==> config.mk <==
export PLATFORM = sky130hd
export DESIGN_NAME = timer_phase_sequencer
export DESIGN_NICKNAME = d
export VERILOG_FILES = /design/src/rtl/timer_pkg.sv /design/src/rtl/timer_sync.sv /design/src/rtl/timer_phase_sequencer.sv
export SDC_FILE = /design/constraint.sdc
export NUM_CORES = 1
export LEC_CHECK = 0
export ABC_AREA = 1
export BUFFER_PORTS_ARGS = -buffer_cell sky130_fd_sc_hd__buf_4
export CORE_MARGIN = 1.5
export CORE_UTILIZATION = 57
export CTS_CLUSTER_DIAMETER = 60
export DETAILED_ROUTE_END_ITERATION = 8
export GPL_TIMING_DRIVEN = 1
export PLACE_DENSITY = 0.91
export REMOVE_ABC_BUFFERS = 1
export SYNTH_ARGS = -nofsm -noshare
export SYNTH_HDL_FRONTEND = slang
export SYNTH_HIERARCHICAL = 1
export SYNTH_SLANG_ARGS = --single-unit
export TNS_END_PERCENT = 30
==> constraint.sdc <==
create_clock -name clk -period 2.9 [get_ports clk]
set_input_delay 0.145 -clock clk [delete_from_list [all_inputs] [get_ports clk]]
set_output_delay 0.145 -clock clk [all_outputs]
set_load 0.02 [all_outputs]
==> src/rtl/timer_pkg.sv <==
`default_nettype none
// +----------------------------------------------------------------------+
// | timer_pkg : shared types and constants for the 555 phase sequencer    |
// | Revision  : 1.0                                                       |
// +----------------------------------------------------------------------+
package timer_pkg;

  typedef enum logic [1:0] {
    IDLE      = 2'd0,
    CHARGE    = 2'd1,
    DISCHARGE = 2'd2,
    FAULT     = 2'd3
  } state_e;

  localparam logic [1:0] MODE_OFF     = 2'b00;
  localparam logic [1:0] MODE_MONO    = 2'b01;
  localparam logic [1:0] MODE_ASTABLE = 2'b10;
  localparam logic [1:0] MODE_BURST   = 2'b11;

  localparam int PULSE_W = 9;

  // A burst length of zero stands for 256 pulses.
  function automatic logic [PULSE_W-1:0] burst_target(input logic [7:0] len);
    return (len == 8'd0) ? 9'd256 : {1'b0, len};
  endfunction

endpackage
`default_nettype wire

==> src/rtl/timer_sync.sv <==
`default_nettype none
// +----------------------------------------------------------------------+
// | timer_sync : N-stage flop synchronizer, async active-low reset        |
// | Revision   : 1.0                                                      |
// +----------------------------------------------------------------------+
module timer_sync #(
  parameter int STAGES = 2
) (
  input  logic clk,
  input  logic rst_n,
  input  logic d,
  output logic q
);

  logic [STAGES-1:0] sync_q;
  logic [STAGES-1:0] sync_d;

  always_comb begin
    sync_d = {sync_q[STAGES-2:0], d};
  end

  always_ff @(posedge clk or negedge rst_n) begin
    if (!rst_n) begin
      sync_q <= '0;
    end else begin
      sync_q <= sync_d;
    end
  end

  assign q = sync_q[STAGES-1];

endmodule
`default_nettype wire

==> src/rtl/timer_phase_sequencer.sv <==
`default_nettype none
// +----------------------------------------------------------------------+
// | timer_phase_sequencer : clocked phase FSM replacing the 555 SR latch  |
// | Revision              : 1.0                                           |
// +----------------------------------------------------------------------+
module timer_phase_sequencer
  import timer_pkg::*;
#(
  parameter int CNT_W       = 16,
  parameter int SYNC_STAGES = 2
) (
  input  logic             clk,
  input  logic             rst_n,
  input  logic [1:0]       mode,
  input  logic             start,
  input  logic             trig_cmp,
  input  logic             thresh_cmp,
  input  logic [7:0]       burst_len,
  input  logic [3:0]       blank_cyc,
  output logic             out,
  output logic             discharge,
  output logic             busy,
  output logic             done,
  output logic [CNT_W-1:0] hi_cnt,
  output logic [CNT_W-1:0] lo_cnt,
  output logic             meas_valid,
  output logic             fault
);

  logic trig_s;
  logic thresh_s;
  logic start_s;

  timer_sync #(.STAGES(SYNC_STAGES)) u_sync_trig (
    .clk  (clk),
    .rst_n(rst_n),
    .d    (trig_cmp),
    .q    (trig_s)
  );

  timer_sync #(.STAGES(SYNC_STAGES)) u_sync_thresh (
    .clk  (clk),
    .rst_n(rst_n),
    .d    (thresh_cmp),
    .q    (thresh_s)
  );

  timer_sync #(.STAGES(SYNC_STAGES)) u_sync_start (
    .clk  (clk),
    .rst_n(rst_n),
    .d    (start),
    .q    (start_s)
  );

  state_e             state_q, state_d;
  logic [CNT_W-1:0]   phase_cnt_q, phase_cnt_d;
  logic [PULSE_W-1:0] pulse_cnt_q, pulse_cnt_d;
  logic [CNT_W-1:0]   hi_cnt_q, hi_cnt_d;
  logic [CNT_W-1:0]   lo_cnt_q, lo_cnt_d;
  logic               start_prev_q, start_prev_d;
  logic               start_rise_q, start_rise_d;
  logic               done_q, done_d;
  logic               meas_valid_q, meas_valid_d;
  logic               out_q, out_d;
  logic               discharge_q, discharge_d;

  logic               phase_max;
  logic               armed;
  logic [PULSE_W-1:0] pulse_next;
  logic [CNT_W-1:0]   phase_len;

  assign phase_max  = (phase_cnt_q == {CNT_W{1'b1}});
  assign armed      = (phase_cnt_q >= CNT_W'(blank_cyc));
  assign pulse_next = pulse_cnt_q + 9'd1;
  // Duration of the phase being left, counting the exit cycle itself.
  assign phase_len  = phase_cnt_q + {{(CNT_W-1){1'b0}}, 1'b1};

  always_comb begin
    start_prev_d = start_s;
    // Registered edge detect: adds one cycle of start latency.
    start_rise_d = start_s & ~start_prev_q;
  end

  always_comb begin
    state_d      = state_q;
    pulse_cnt_d  = pulse_cnt_q;
    hi_cnt_d     = hi_cnt_q;
    lo_cnt_d     = lo_cnt_q;
    done_d       = 1'b0;
    meas_valid_d = 1'b0;

    if (mode == MODE_OFF) begin
      state_d = IDLE;
    end else begin
      case (state_q)
        IDLE: begin
          if (start_rise_q) begin
            state_d     = CHARGE;
            pulse_cnt_d = '0;
          end
        end
        CHARGE: begin
          if (phase_max || (armed && trig_s && thresh_s)) begin
            state_d = FAULT;
          end else if (armed && thresh_s) begin
            hi_cnt_d = phase_len;
            if (mode == MODE_MONO) begin
              state_d = IDLE;
              done_d  = 1'b1;
            end else begin
              state_d = DISCHARGE;
            end
          end
        end
        DISCHARGE: begin
          if (phase_max || (armed && trig_s && thresh_s)) begin
            state_d = FAULT;
          end else if (armed && trig_s) begin
            lo_cnt_d     = phase_len;
            meas_valid_d = 1'b1;
            if (mode == MODE_BURST) begin
              pulse_cnt_d = pulse_next;
              if (pulse_next == burst_target(burst_len)) begin
                state_d = IDLE;
                done_d  = 1'b1;
              end else begin
                state_d = CHARGE;
              end
            end else if (mode == MODE_ASTABLE) begin
              state_d = CHARGE;
            end else begin
              // Switched to monostable mid-period: finish as a one-shot.
              state_d = IDLE;
              done_d  = 1'b1;
            end
          end
        end
        FAULT: begin
          state_d = FAULT;
        end
        default: begin
          state_d = IDLE;
        end
      endcase
    end

    if (state_d != state_q) begin
      phase_cnt_d = '0;
    end else if (phase_max) begin
      phase_cnt_d = phase_cnt_q;
    end else begin
      phase_cnt_d = phase_len;
    end

    out_d       = (state_d == CHARGE);
    discharge_d = (state_d != CHARGE);
  end

  always_ff @(posedge clk or negedge rst_n) begin
    if (!rst_n) begin
      state_q      <= IDLE;
      phase_cnt_q  <= '0;
      pulse_cnt_q  <= '0;
      hi_cnt_q     <= '0;
      lo_cnt_q     <= '0;
      start_prev_q <= 1'b0;
      start_rise_q <= 1'b0;
      done_q       <= 1'b0;
      meas_valid_q <= 1'b0;
      out_q        <= 1'b0;
      discharge_q  <= 1'b1;
    end else begin
      state_q      <= state_d;
      phase_cnt_q  <= phase_cnt_d;
      pulse_cnt_q  <= pulse_cnt_d;
      hi_cnt_q     <= hi_cnt_d;
      lo_cnt_q     <= lo_cnt_d;
      start_prev_q <= start_prev_d;
      start_rise_q <= start_rise_d;
      done_q       <= done_d;
      meas_valid_q <= meas_valid_d;
      out_q        <= out_d;
      discharge_q  <= discharge_d;
    end
  end

  assign out        = out_q;
  assign discharge  = discharge_q;
  assign busy       = (state_q == CHARGE) || (state_q == DISCHARGE);
  assign fault      = (state_q == FAULT);
  assign done       = done_q;
  assign meas_valid = meas_valid_q;
  assign hi_cnt     = hi_cnt_q;
  assign lo_cnt     = lo_cnt_q;

endmodule
`default_nettype wire

Yosys cells after proc, flatten, opt, wreduce, memory -nomap -nowiden
Cells that the tools add are included.
- flip-flop bits (word level): 71
- output and inout port bits: 38
- input port bits: 19
- multiplexer cells: 33
- $lt $le $gt $ge: 1
- bitwise logic cells: 4
- eq/ne operators: 16
- reduce and logical (&&, ||, !) cells: 12
- add/sub/neg operators: 2
- operators with widths (operator ; number):
    9-bit two-way mux ; 5
    16-bit two-way mux ; 2
    9-bit case mux with 2 select lines ; 1
    16-bit by 1-bit adder with 16-bit output (second input constant) ; 1
    16-bit == test (second input constant) ; 1
    16-bit by 4-bit greater-or-equal comparator with 1-bit output ; 1
    2-bit two-way mux ; 8
    1-bit two-way mux ; 15
    9-bit by 1-bit adder with 9-bit output (second input constant) ; 1
    9-bit == test ; 1
    2-bit == test (second input constant) ; 4
    8-bit logical NOT ; 1
    2-bit != test (second input constant) ; 4
    2-bit case mux with 4 select lines ; 1
    4-bit AND reduction ; 2
    2-bit by 1-bit == test with 1-bit output (second input constant) ; 3
    6-bit AND reduction ; 1
    2-bit logical NOT ; 2
    2-bit by 1-bit != test with 1-bit output (second input constant) ; 2
    1-bit logical AND ; 3
    1-bit inverter ; 3
    1-bit logical OR ; 2
    2-bit != test ; 1
    1-bit case mux with 2 select lines ; 1
    2 further kinds ; 2

Longest topological paths before layout
Gate-level depths: netlist (run 1).
- word-level depth: 11
- mapped depth: 20
- depth with buffers taken out: 19

Hierarchy
The synthesis (run 1) kept the hierarchy.
- modules (own cells, without submodules) (module ; area an instance (µm²) ; times used ; cells an instance):
    timer_phase_sequencer ; 3540.9 ; 1 ; 398
    timer_sync ; 50.0 ; 3 ; 2

Worst setup path before layout (run 1)
OpenSTA, ideal clock, no wires.
- kind: register -> register
- start: reg phase_cnt_q[3]
- end: reg lo_cnt_q[7] (netlist: lo_cnt[7])
- arrival: 2.107 ns
- path buffers: 1
- library setup time: 0.128 ns
- slack: 0.666 ns
- clock period less this slack: 2.234 ns
- stages on the path, launching flop included: 13
- cells stage by stage: dfrtp_1 -> ha_1 -> nand2_1 -> nand2_1 -> nor2_1 -> nand3_2 -> nand3_2 -> nand2_2 -> inv_2 -> nand2_2 -> nor3_4 -> buf_6 -> mux2_1
- word-level cells in the longest chain between the ends: 6
- elaborated cells between the ends (all ways): 8
- classes of those cells: add/sub (1); order compare (1); eq/ne (1); bitwise (1); reduce/logical (4)
- RTL lines (element ; RTL line ; RTL):
    start, declared ; timer_phase_sequencer.sv:56 ; logic [CNT_W-1:0] phase_cnt_q, phase_cnt_d;
    start signal, assigned ; timer_phase_sequencer.sv:174 ; phase_cnt_q <= phase_cnt_d;
    16-bit by 4-bit greater-or-equal comparator with 1-bit output ; timer_phase_sequencer.sv:73 ; assign armed = (phase_cnt_q >= CNT_W'(blank_cyc));
    1-bit logical AND ; timer_phase_sequencer.sv:116, timer_phase_sequencer.sv:118 ;
    1-bit logical AND ; timer_phase_sequencer.sv:116 ; if (phase_max || (armed && trig_s && thresh_s)) begin
    1-bit logical OR ; timer_phase_sequencer.sv:116 ;
    1-bit inverter (no line) ; n/a ;
    4-bit AND reduction (no line) ; n/a ;
    end signal, assigned ; timer_phase_sequencer.sv:177 ; lo_cnt_q <= lo_cnt_d;
    end, declared ; timer_phase_sequencer.sv:59 ; logic [CNT_W-1:0] lo_cnt_q, lo_cnt_d;
Several ways; a longest one is shown, not always the timed one.
A chain may end at the register's enable or synchronous reset.

Final worst setup path (run 1)
- start: reg phase_cnt_q[3]
- end: reg hi_cnt_q[5] (netlist: hi_cnt[5])
- word-level cells in the longest chain between the ends: 6
- elaborated cells between the ends (all ways): 9
- classes of those cells: add/sub (1); order compare (1); eq/ne (1); bitwise (1); reduce/logical (5)
- RTL lines (element ; RTL line ; RTL):
    16-bit by 4-bit greater-or-equal comparator with 1-bit output ; timer_phase_sequencer.sv:73 ;
    1-bit logical AND (2 in a row) ; timer_phase_sequencer.sv:103 ; if (phase_max || (armed && trig_s && thresh_s)) begin
    1-bit logical OR ; timer_phase_sequencer.sv:103 ;
    1-bit inverter (no line) ; n/a ;
    4-bit AND reduction (no line) ; n/a ;
    end signal, assigned ; timer_phase_sequencer.sv:176 ; hi_cnt_q <= hi_cnt_d;
    end, declared ; timer_phase_sequencer.sv:58 ; logic [CNT_W-1:0] hi_cnt_q, hi_cnt_d;
Several ways; a longest one is shown, not always the timed one.

==> results.py, run 1 <==
metrics = {
    "synthesis": {
        "syn_inst": 404,
        "synth.yosys.seq_area_share": 0.482,
        "synth_top_area_cell": "dfrtp_1",
        "synth_area_um2": 3690,
        "ys_ff_latch": 71,
        "synthFlopType": "dfrtp_1",
        "synth-edff-count": 0,
        "synth_most_common_cell": "dfrtp_1",
        "synth_common_cells": "70 x dfrtp_1, 63 x nand2_1, 52 x nor2_1",
        "yosys_warnings": 6,
        "synth_top_area_frac": 0.475,
        "synthDistinctLibCells": 34,
        "async_flop_share": 1.00,
        "syn_area_per_cell_um2": 9.14,
        "synthTopCellsByArea": "dfrtp_1 47%, mux2_2 6.7%, nand2_1 6.4%, nor2_1 5.3%, inv_1 5.2%",
    },
    "final_layout": {
        "antenna_cells": 0,
        "layout.nets": 501,
        "area_delta_synth_final_pct": 19.6,
        "drive_above_1_share": 0.268,
        "n_fill_cell": 478,
        "stdcell_count": 554,
    },
    "sta": {
        "finalCriticalPeriod_ps": 2420,
        "setup_viol": 0,
        "tns_ps": 0,
        "maxSlewViolCount": 0,
        "worst_pin_slew_ps": 868,
        "setup_slack_ps": 485,
        "grt_setup_unrepaired": "false",
        "post-route-period-util": 0.833,
        "finalHoldViolCount": 0,
        "relSlewSlack": 0.421,
        "max_freq_mhz": 414,
        "fin_skew_ps": 7.46,
    },
    "setup_path": {
        "critPathRequiredTime_ps": 3130,
        "regToRegStartpoint": "phase_cnt_q[3]$_DFFE_PN0P_",
        "r2r_slack_ps": 480,
        "worstRegToRegCells": 11,
        "critPathArrivalTime_ps": 2650,
        "timing.rr.end": "hi_cnt[5]$_DFFE_PN0P_",
        "endpoint_kind": "flop",
        "crit_type": "flop to flop",
        "critPathLaunch": "phase_cnt_q[3]$_DFFE_PN0P_",
        "worstPathMaxFanout": 18,
        "startpoint_type": "flop",
        "cp-endpoint": "hi_cnt[5]$_DFFE_PN0P_",
    },
    "drt": {
        "drc": 0,
        "vias": 2989,
        "drt-initial-drc-count": 179,
        "detail_route.wirelength_mm": 7.84,
        "antenna_left": 0,
        "viasPerCell": 5.40,
        "dr.pass1.iters": 4,
        "wl_per_cell_um": 14.2,
    },
    "clock_tree": {
        "clock_path_buffers": 2,
        "root_buffer": "clkbuf_8",
        "ctsResizeCount": 0,
        "cts-htree-levels": 3,
        "path_clk_slew_ps": 70,
        "worstSkewPairLatency_ps": 350,
        "cts_tree": "done",
        "postCtsSetupBuffers": 0,
        "cts_made_buffers": 9,
        "postCtsHoldBufs": 4,
        "cts.sinks": 71,
    },
    "pwr": {
        "irDropWorstVdd_uv": 499,
        "p_leak_nw": 2.31,
        "cellPowerDensity_nw_per_um2": 624,
    },
    "placed_design": {
        "gp_congestion": 0.870,
        "placed_cells": 534,
        "dp_hpwl_mm": 5.70,
        "io_buffers": 56,
        "pre_cts_slack_ps": 491,
    },
    "global_routing": {
        "grt_first_pass_wirelength_mm": 13.6,
        "grt_max_degree": 72,
        "gr-usage-all-layers": 0.245,
        "grt_pass1_vias": 3067,
        "overflow": 0,
        "antenna_found_initial": 0,
    },
    "floorplan": {
        "start_util": 0.585,
        "die_x_um": 83.5,
        "num_rows": 29,
        "io_pins": 57,
        "die_y_um": 83.5,
        "fp.dieArea_um2": 6970,
        "core_um2": 6310,
    },
    "outcome": {
        "status": "finished, final reports clean",
    },
    "flow_run": {
        "maxCapViolCount": 0,
    },
    "min_path": {
        "hp-class": "input port to flop",
        "hp-start": "mode[1]",
    },
}
## flip-flops by register name (all words and copies together), names as in the netlist
| signal | count |
|---|---|
| hi_cnt | 16 |
| lo_cnt | 16 |
| phase_cnt_q | 16 |
| pulse_cnt_q | 9 |
| state_q | 2 |
| u_sync_start/sync_q | 2 |
| u_sync_thresh/sync_q | 2 |
| u_sync_trig/sync_q | 2 |
| discharge | 1 |
| done | 1 |
| meas_valid | 1 |
| out | 1 |
| start_prev_q | 1 |
| start_rise_q | 1 |
## cell usage in the layout (no fill, tap or decap), types with 2 or more instances in the layout
cell / n
clkinv_2: 3
o31ai_1: 3
nand2_1: 63
o21ai_1: 2
mux2_1: 6
a21oi_1: 14
nand3_4: 2
buf_4: 58
clkinv_1: 2
nor3_1: 3
nand2_2: 6
nor2_4: 2
nor2_1: 52
dfrtp_1: 70
nand3b_1: 2
xnor2_1: 4
ha_1: 10
mux2_2: 22
nor2_2: 13
nand3_1: 33
clkbuf_8: 10
inv_1: 51
dlygate4sd3_1: 4
clkbuf_1: 2
xor2_1: 10
nand3_2: 5
o21ai_0: 11
nand4_1: 4
## logic make-up (layout without fill, tap and decap cells)
logic type	after synthesis	in the layout	synth area share
compound gates	32	32	0.0464
fa+ha+maj	10	10	0.0339
xor+xnor	14	14	0.0332
flops	71	71	0.482
simple gates	190	190	0.254
mux	28	28	0.0854
buf+inv	59	132	0.0651
## metal layers
metal	share of wire	routed length [µm]	vias up	global-route usage
met4	0.033	261	0	0.130
met3	0.053	412	26	0.0386
li1	-	-	1439	-
met5	0	0	-	0
met2	0.49	3860	101	0.413
met1	0.42	3320	1423	0.304
## final cells by class
class,instances,area (µm²),area share
flip-flops and latches,71,1780,0.403
inverters,54,203,0.0459
multi-input cells,274,1670,0.379
clock inverters,4,45.0,0.0102
repair buffers,62,475,0.108
clock buffers,12,145,0.0329
well taps,77,96.3,0.0218
## how the worst min path moves through the flow
stage	endpoint	depth (start not counted)
2_1_floorplan	done$_DFF_PN0_	0
3_3_place_gp	u_sync_start/sync_q[0]$_DFF_PN0_	1
3_5_place_dp	u_sync_start/sync_q[0]$_DFF_PN0_	1
4_1_cts	done$_DFF_PN0_	6
5_1_grt	done$_DFF_PN0_	6
6_report	done$_DFF_PN0_	6
## power breakdown
group	leakage [nW]	internal, mW	switching [mW]	total, mW
Clock	0.100	0.417	0.354	0.771
Sequential	0.960	1.08	0.0664	1.14
Combinational	1.25	0.279	0.562	0.841
## per-stage QoR
stage	cell area, µm²	utilization	power [mW]	hold WS [ps]
2_1_floorplan	3650	-	1.72	-151
3_3_place_gp	4190	0.663	1.96	254
3_5_place_dp	4190	0.663	1.99	255
4_1_cts	4420	0.699	2.77	228
5_1_grt	4420	0.699	2.91	290
6_report	4420	0.699	2.75	244
## worst max-delay path, cell delays in order (launching register included)
cell and delay, ps:
dfrtp_1 430, ha_1 310, nand2_1 80, nand2_1 70, nor2_1 130, nand3_2 130
nand3_2 90, nand2_2 60, inv_2 70, nand2_2 100, nor2_4 430, mux2_2 410
(Power assumes the default switching activity.)
==> run 2, diff against run 1 <==
Clock period 2.9 ns to 2.5 ns, I/O delays scaled along.
==> run 2 against run 1 <==
Against the previous run: sequential share of layout area is 1.3 points lower; sequential power rose by 17%; global-route usage fell by 1.1 points; via count up 1.0%; register-to-register slack got worse by 310 ps; setup slack got worse by 310 ps; clock power is 19% higher; final area up 3.4%; power increased by 24%; non-clock buffer count increased by 6.
==> results.py, run 2 (synthesis gave the netlist of run 1 again) <==
metrics = {
    "outcome": {
        "status": "finished, final reports clean",
    },
    "min_path": {
        "hp-class": "input port to flop",
        "worstHoldPathCells": 6,
    },
    "sta": {
        "finalCriticalPeriod_ps": 2320,
        "max_freq_mhz": 430,
        "maxSlewViolCount": 0,
        "fin_skew_ps": 11.8,
        "post-route-period-util": 0.930,
        "tns_ps": 0,
        "relSlewSlack": 0.423,
        "setup_viol": 0,
        "grt_setup_unrepaired": "false",
        "worst_pin_slew_ps": 865,
        "finalHoldViolCount": 0,
    },
    "final_layout": {
        "utilization": 0.723,
        "area_delta_synth_final_pct": 23.7,
        "most-common-layout-cells": "69 x dfrtp_1, 63 x buf_4, 60 x nand2_1",
        "drive_above_1_share": 0.318,
        "antenna_cells": 0,
        "layout.nets": 509,
        "stdcell_count": 562,
        "final_common_cell": "dfrtp_1",
        "stdcell_area_um2": 4570,
    },
    "setup_path": {
        "slowest_delay_ps": 450,
        "critPathArrivalTime_ps": 2540,
        "crit_type": "flop to flop",
        "critPathRequiredTime_ps": 2720,
        "crit_path_top_delay_cell": "dfrtp_2",
        "worstRegToRegCells": 12,
        "worstPathMaxFanout": 15,
        "path_cells": "ha_1, nand2_1, nand2_1, nor2_2, nand3_2, nand3_2, nand2_2, inv_2, nand2_2, nor2_4, buf_4, mux2_2",
        "startpoint_type": "flop",
        "endpoint_kind": "flop",
    },
    "placed_design": {
        "gp_congestion": 0.843,
        "dp_hpwl_mm": 5.48,
        "placed_cells": 537,
        "io_buffers": 56,
        "dpl_cell_area_um2": 4220,
    },
    "clock_tree": {
        "path_clk_slew_ps": 70,
        "clock_path_buffers": 2,
        "cts.sinks": 71,
        "cts-htree-levels": 3,
        "cts_tree": "done",
        "cts_made_buffers": 9,
        "worstSkewPairLatency_ps": 340,
        "root_buffer": "clkbuf_8",
    },
    "drt": {
        "drt-initial-drc-count": 199,
        "vias": 3019,
        "antenna_left": 0,
        "wl_per_cell_um": 14.4,
        "detail_route.wirelength_mm": 8.08,
        "viasPerCell": 5.37,
        "drc": 0,
        "dr.pass1.iters": 4,
    },
    "pwr": {
        "power_mw": 3.42,
        "cellPowerDensity_nw_per_um2": 749,
        "irDropWorstVdd_uv": 577,
        "p_leak_nw": 2.35,
    },
    "global_routing": {
        "gr-usage-all-layers": 0.234,
        "grt_pass1_vias": 2929,
        "overflow": 0,
        "grt_first_pass_wirelength_mm": 13.2,
        "grt_max_degree": 72,
        "antenna_found_initial": 0,
    },
    "flow_run": {
        "maxCapViolCount": 0,
    },
    "floorplan": {
        "num_rows": 29,
        "io_pins": 57,
        "fp.dieArea_um2": 6970,
        "core_um2": 6310,
        "start_util": 0.585,
        "die_x_um": 83.5,
        "die_y_um": 83.5,
    },
}
-- run 2: changes by cell type in the layout (fill, tap and decap cells not counted), sizes merged --
cell      delta
buf          +6
nand3        +1
inv          -1
clkinv       +1
clkbuf       -1
clkinvlp     +2
-- run 2: per-layer routing --
| layer | GRT usage | part of all wire |
|---|---|---|
| met1 | 0.310 | 0.43 |
| met2 | 0.391 | 0.50 |
| met3 | 0.0534 | 0.049 |
| met4 | 0.0641 | 0.018 |
| met5 | 0 | 0 |
-- run 2: final cells by class --
type,count,area [µm²]
timing repair buffer,68,533
multi-input combinational,275,1750
fill,453,1750
clock inverter,5,57.6
timing repair inverter,1,7.51
tap,77,96.3
inverter,54,206
clock buffer,11,141
sequential,71,1780
-- run 2: critical path: cells and delay by family (launching register included) --
| kind | cells | cell delay [ps] |
|---|---|---|
| AND/OR/NAND/NOR | 8 | 750 |
| flip-flops | 1 | 450 |
| multiplexers | 1 | 370 |
| buffers and inverters | 2 | 330 |
| adder cells (fa/ha/maj) | 1 | 300 |
-- run 2: stage by stage --
step           setup WS [ps]  hold WS (ps)
2_1_floorplan            209          -171
3_3_place_gp             275           235
3_5_place_dp             163           235
4_1_cts                 89.1           214
5_1_grt                 3.84           252
6_report                 176           223
-- run 2: worst paths after layout --
check	startpoint	endpoint	slack, ps
hold reg to reg	u_sync_start/sync_q[0]$_DFF_PN0_	u_sync_start/sync_q[1]$_DFF_PN0_	350
setup / recovery	phase_cnt_q[3]$_DFFE_PN0P_	hi_cnt[2]$_DFFE_PN0P_	180
hold / removal	mode[1]	done$_DFF_PN0_	220
max in group asynchronous	rst_n	phase_cnt_q[3]$_DFFE_PN0P_	1450
min in group asynchronous	rst_n	hi_cnt[3]$_DFFE_PN0P_	440
setup reg to reg	phase_cnt_q[3]$_DFFE_PN0P_	hi_cnt[2]$_DFFE_PN0P_	180
-- run 2: repair_timing --
action,4_1_cts,5_1_grt
setup buffers,0,3
hold buffers,4,0
resized for setup,0,22
endpoints found under the setup margin,0,23
endpoints found under the hold margin,73,0
-- run 2: power by group --
| part | total (mW) | switching (mW) | internal, mW |
|---|---|---|---|
| clock network | 0.915 | 0.426 | 0.489 |
| registers | 1.33 | 0.0809 | 1.25 |
| logic | 1.18 | 0.779 | 0.399 |
==> run 3, diff against run 2 <==
Settings changed: CORE_ASPECT_RATIO set to 0.9.
Clock period 2.5 ns to 2.4 ns, I/O delays scaled along.
==> run 3 against run 2 <==
Against the previous run: core utilization is 3.5 points higher; setup slack worse by 64 ps; clock power up 0.5%; fmax grew 1.6%; non-clock buffer count grew 5; combinational power grew 13%; sequential power is 5% higher; critical path depth up 3.
==> results.py, run 3 (synthesis gave the netlist of run 1 again) <==
metrics = {
    "global_routing": {
        "overflow": 0,
        "grt_first_pass_wirelength_mm": 13.1,
        "gr-usage-all-layers": 0.246,
        "grt_pass1_vias": 2955,
        "antenna_found_initial": 0,
        "grt_max_degree": 72,
    },
    "flow_run": {
        "maxCapViolCount": 0,
    },
    "drt": {
        "wl_per_cell_um": 14.3,
        "dr.pass1.iters": 4,
        "drc": 0,
        "vias": 3062,
        "antenna_left": 0,
        "detail_route.wirelength_mm": 8.26,
        "drt-initial-drc-count": 196,
        "viasPerCell": 5.31,
    },
    "sta": {
        "max_freq_mhz": 437,
        "maxSlewViolCount": 0,
        "worst_pin_slew_ps": 877,
        "finalHoldViolCount": 0,
        "fin_skew_ps": 6.95,
        "finalCriticalPeriod_ps": 2290,
        "post-route-period-util": 0.954,
        "setup_viol": 0,
        "relSlewSlack": 0.415,
    },
    "pwr": {
        "p_leak_nw": 2.38,
        "power.share.clock": 0.253,
        "irDropWorstVdd_uv": 526,
        "switching_share": 0.382,
        "cellPowerDensity_nw_per_um2": 777,
        "sequentialPowerShare": 0.381,
        "p_comb_frac": 0.366,
        "switching_power_mw": 1.39,
        "p_int_mw": 2.25,
        "power_mw": 3.64,
    },
    "clock_tree": {
        "cts_made_buffers": 9,
        "root_buffer": "clkbuf_8",
        "worstSkewPairLatency_ps": 350,
        "clock_path_buffers": 2,
        "cts.sinks": 71,
        "cts-htree-levels": 3,
        "path_clk_slew_ps": 80,
        "cts_tree": "done",
    },
    "final_layout": {
        "antenna_cells": 0,
        "most-common-layout-cells": "68 x dfrtp_1, 67 x buf_4, 57 x nand2_1",
        "utilization": 0.758,
        "layout.nets": 514,
        "drive_above_1_share": 0.345,
        "register_area_um2": 1780,
        "multi_input_area_um2": 1810,
        "final_common_cell": "dfrtp_1",
        "n_fill_cell": 424,
        "area_delta_synth_final_pct": 27.0,
    },
    "floorplan": {
        "num_rows": 27,
        "die_x_um": 87.8,
        "die_y_um": 79.3,
        "io_pins": 57,
        "fp.dieArea_um2": 6970,
        "core_um2": 6180,
        "start_util": 0.597,
    },
    "setup_path": {
        "critPathArrivalTime_ps": 2520,
        "critPathRequiredTime_ps": 2630,
        "endpoint_kind": "flop",
        "crit_type": "flop to flop",
        "worstPathMaxFanout": 19,
        "startpoint_type": "flop",
    },
    "placed_design": {
        "dp_hpwl_mm": 5.48,
        "gp_congestion": 0.877,
        "io_buffers": 56,
    },
    "outcome": {
        "status": "finished, final reports clean",
    },
    "min_path": {
        "hp-class": "input port to flop",
    },
}
-- run 3: power by group through the flow --
stage	registers, mW	clock network, mW	logic, mW
floorplan	1.45	0	0.630
global placement	1.39	0	1.01
detailed placement	1.40	0	1.04
CTS	1.38	0.930	1.05
global route	1.40	0.992	1.46
finish	1.39	0.920	1.33
-- run 3: final timing paths --
path                                                  start                                to  slack (ps)  cells after the start
min in group asynchronous                             rst_n        phase_cnt_q[6]$_DFFE_PN0P_         420                      2
setup reg to reg                 phase_cnt_q[0]$_DFFE_PN0P_             lo_cnt[7]$_DFFE_PN0P_         110                     15
hold / removal                                      mode[1]                    done$_DFF_PN0_         200                      6
hold reg to reg            u_sync_start/sync_q[0]$_DFF_PN0_  u_sync_start/sync_q[1]$_DFF_PN0_         350                      0
setup / recovery                 phase_cnt_q[0]$_DFFE_PN0P_             lo_cnt[7]$_DFFE_PN0P_         110                     15
max in group asynchronous                             rst_n        phase_cnt_q[0]$_DFFE_PN0P_        1360                      2
-- run 3: stage by stage --
| step | setup WS, ps | hold slack [ps] | cell area [µm²] | setup TNS, ps | cells |
|---|---|---|---|---|---|
| 6_report | 111 | 204 | 4690 | 0 | 577 |
| 3_5_place_dp | 41.5 | 231 | 4250 | 0 | 547 |
| 5_1_grt | -32.1 | 263 | 4690 | -154 | 577 |
| 2_1_floorplan | 109 | -176 | 3650 | 0 | 399 |
| 3_3_place_gp | 108 | 230 | 4250 | 0 | 547 |
| 4_1_cts | 11.5 | 169 | 4470 | 0 | 567 |
-- run 3: critical path: stages (launching register included) --
cell and delay (ps):
dfrtp_2 450, inv_2 80, ha_1 220, inv_1 60, nand2_1 60, nand2_1 60, nand2_1 60, nand2_2 80
nand3_4 90, nand3_2 80, nand2_2 60, inv_2 70, nand2_2 100, nor3_4 160, buf_12 190, mux2_1 350
-- run 3: area by class of cell --
class | count | area share
clock buffer | 10 | 0.0272
clock inverter | 6 | 0.0131
inverter | 54 | 0.0440
multi-input combinational | 275 | 0.387
sequential | 71 | 0.380
tap | 87 | 0.0232
timing repair buffer | 73 | 0.124
timing repair inverter | 1 | 0.00160
-- run 3: per-layer routing --
| layer | wire length (µm) | part of all wire | vias up | GRT usage |
|---|---|---|---|---|
| met5 | 0 | 0 | - | 0 |
| met4 | 121 | 0.015 | 0 | 0.0968 |
| met3 | 458 | 0.055 | 13 | 0.0748 |
| met2 | 4240 | 0.51 | 93 | 0.401 |
| met1 | 3440 | 0.42 | 1484 | 0.304 |
| li1 | - | - | 1472 | - |
-- run 3: timing repair --
item	CTS	global route
buffers inserted	0	8
hold buffers	4	0
setup endpoints to repair	0	48
resized for setup	0	39
hold endpoints to repair	73	0
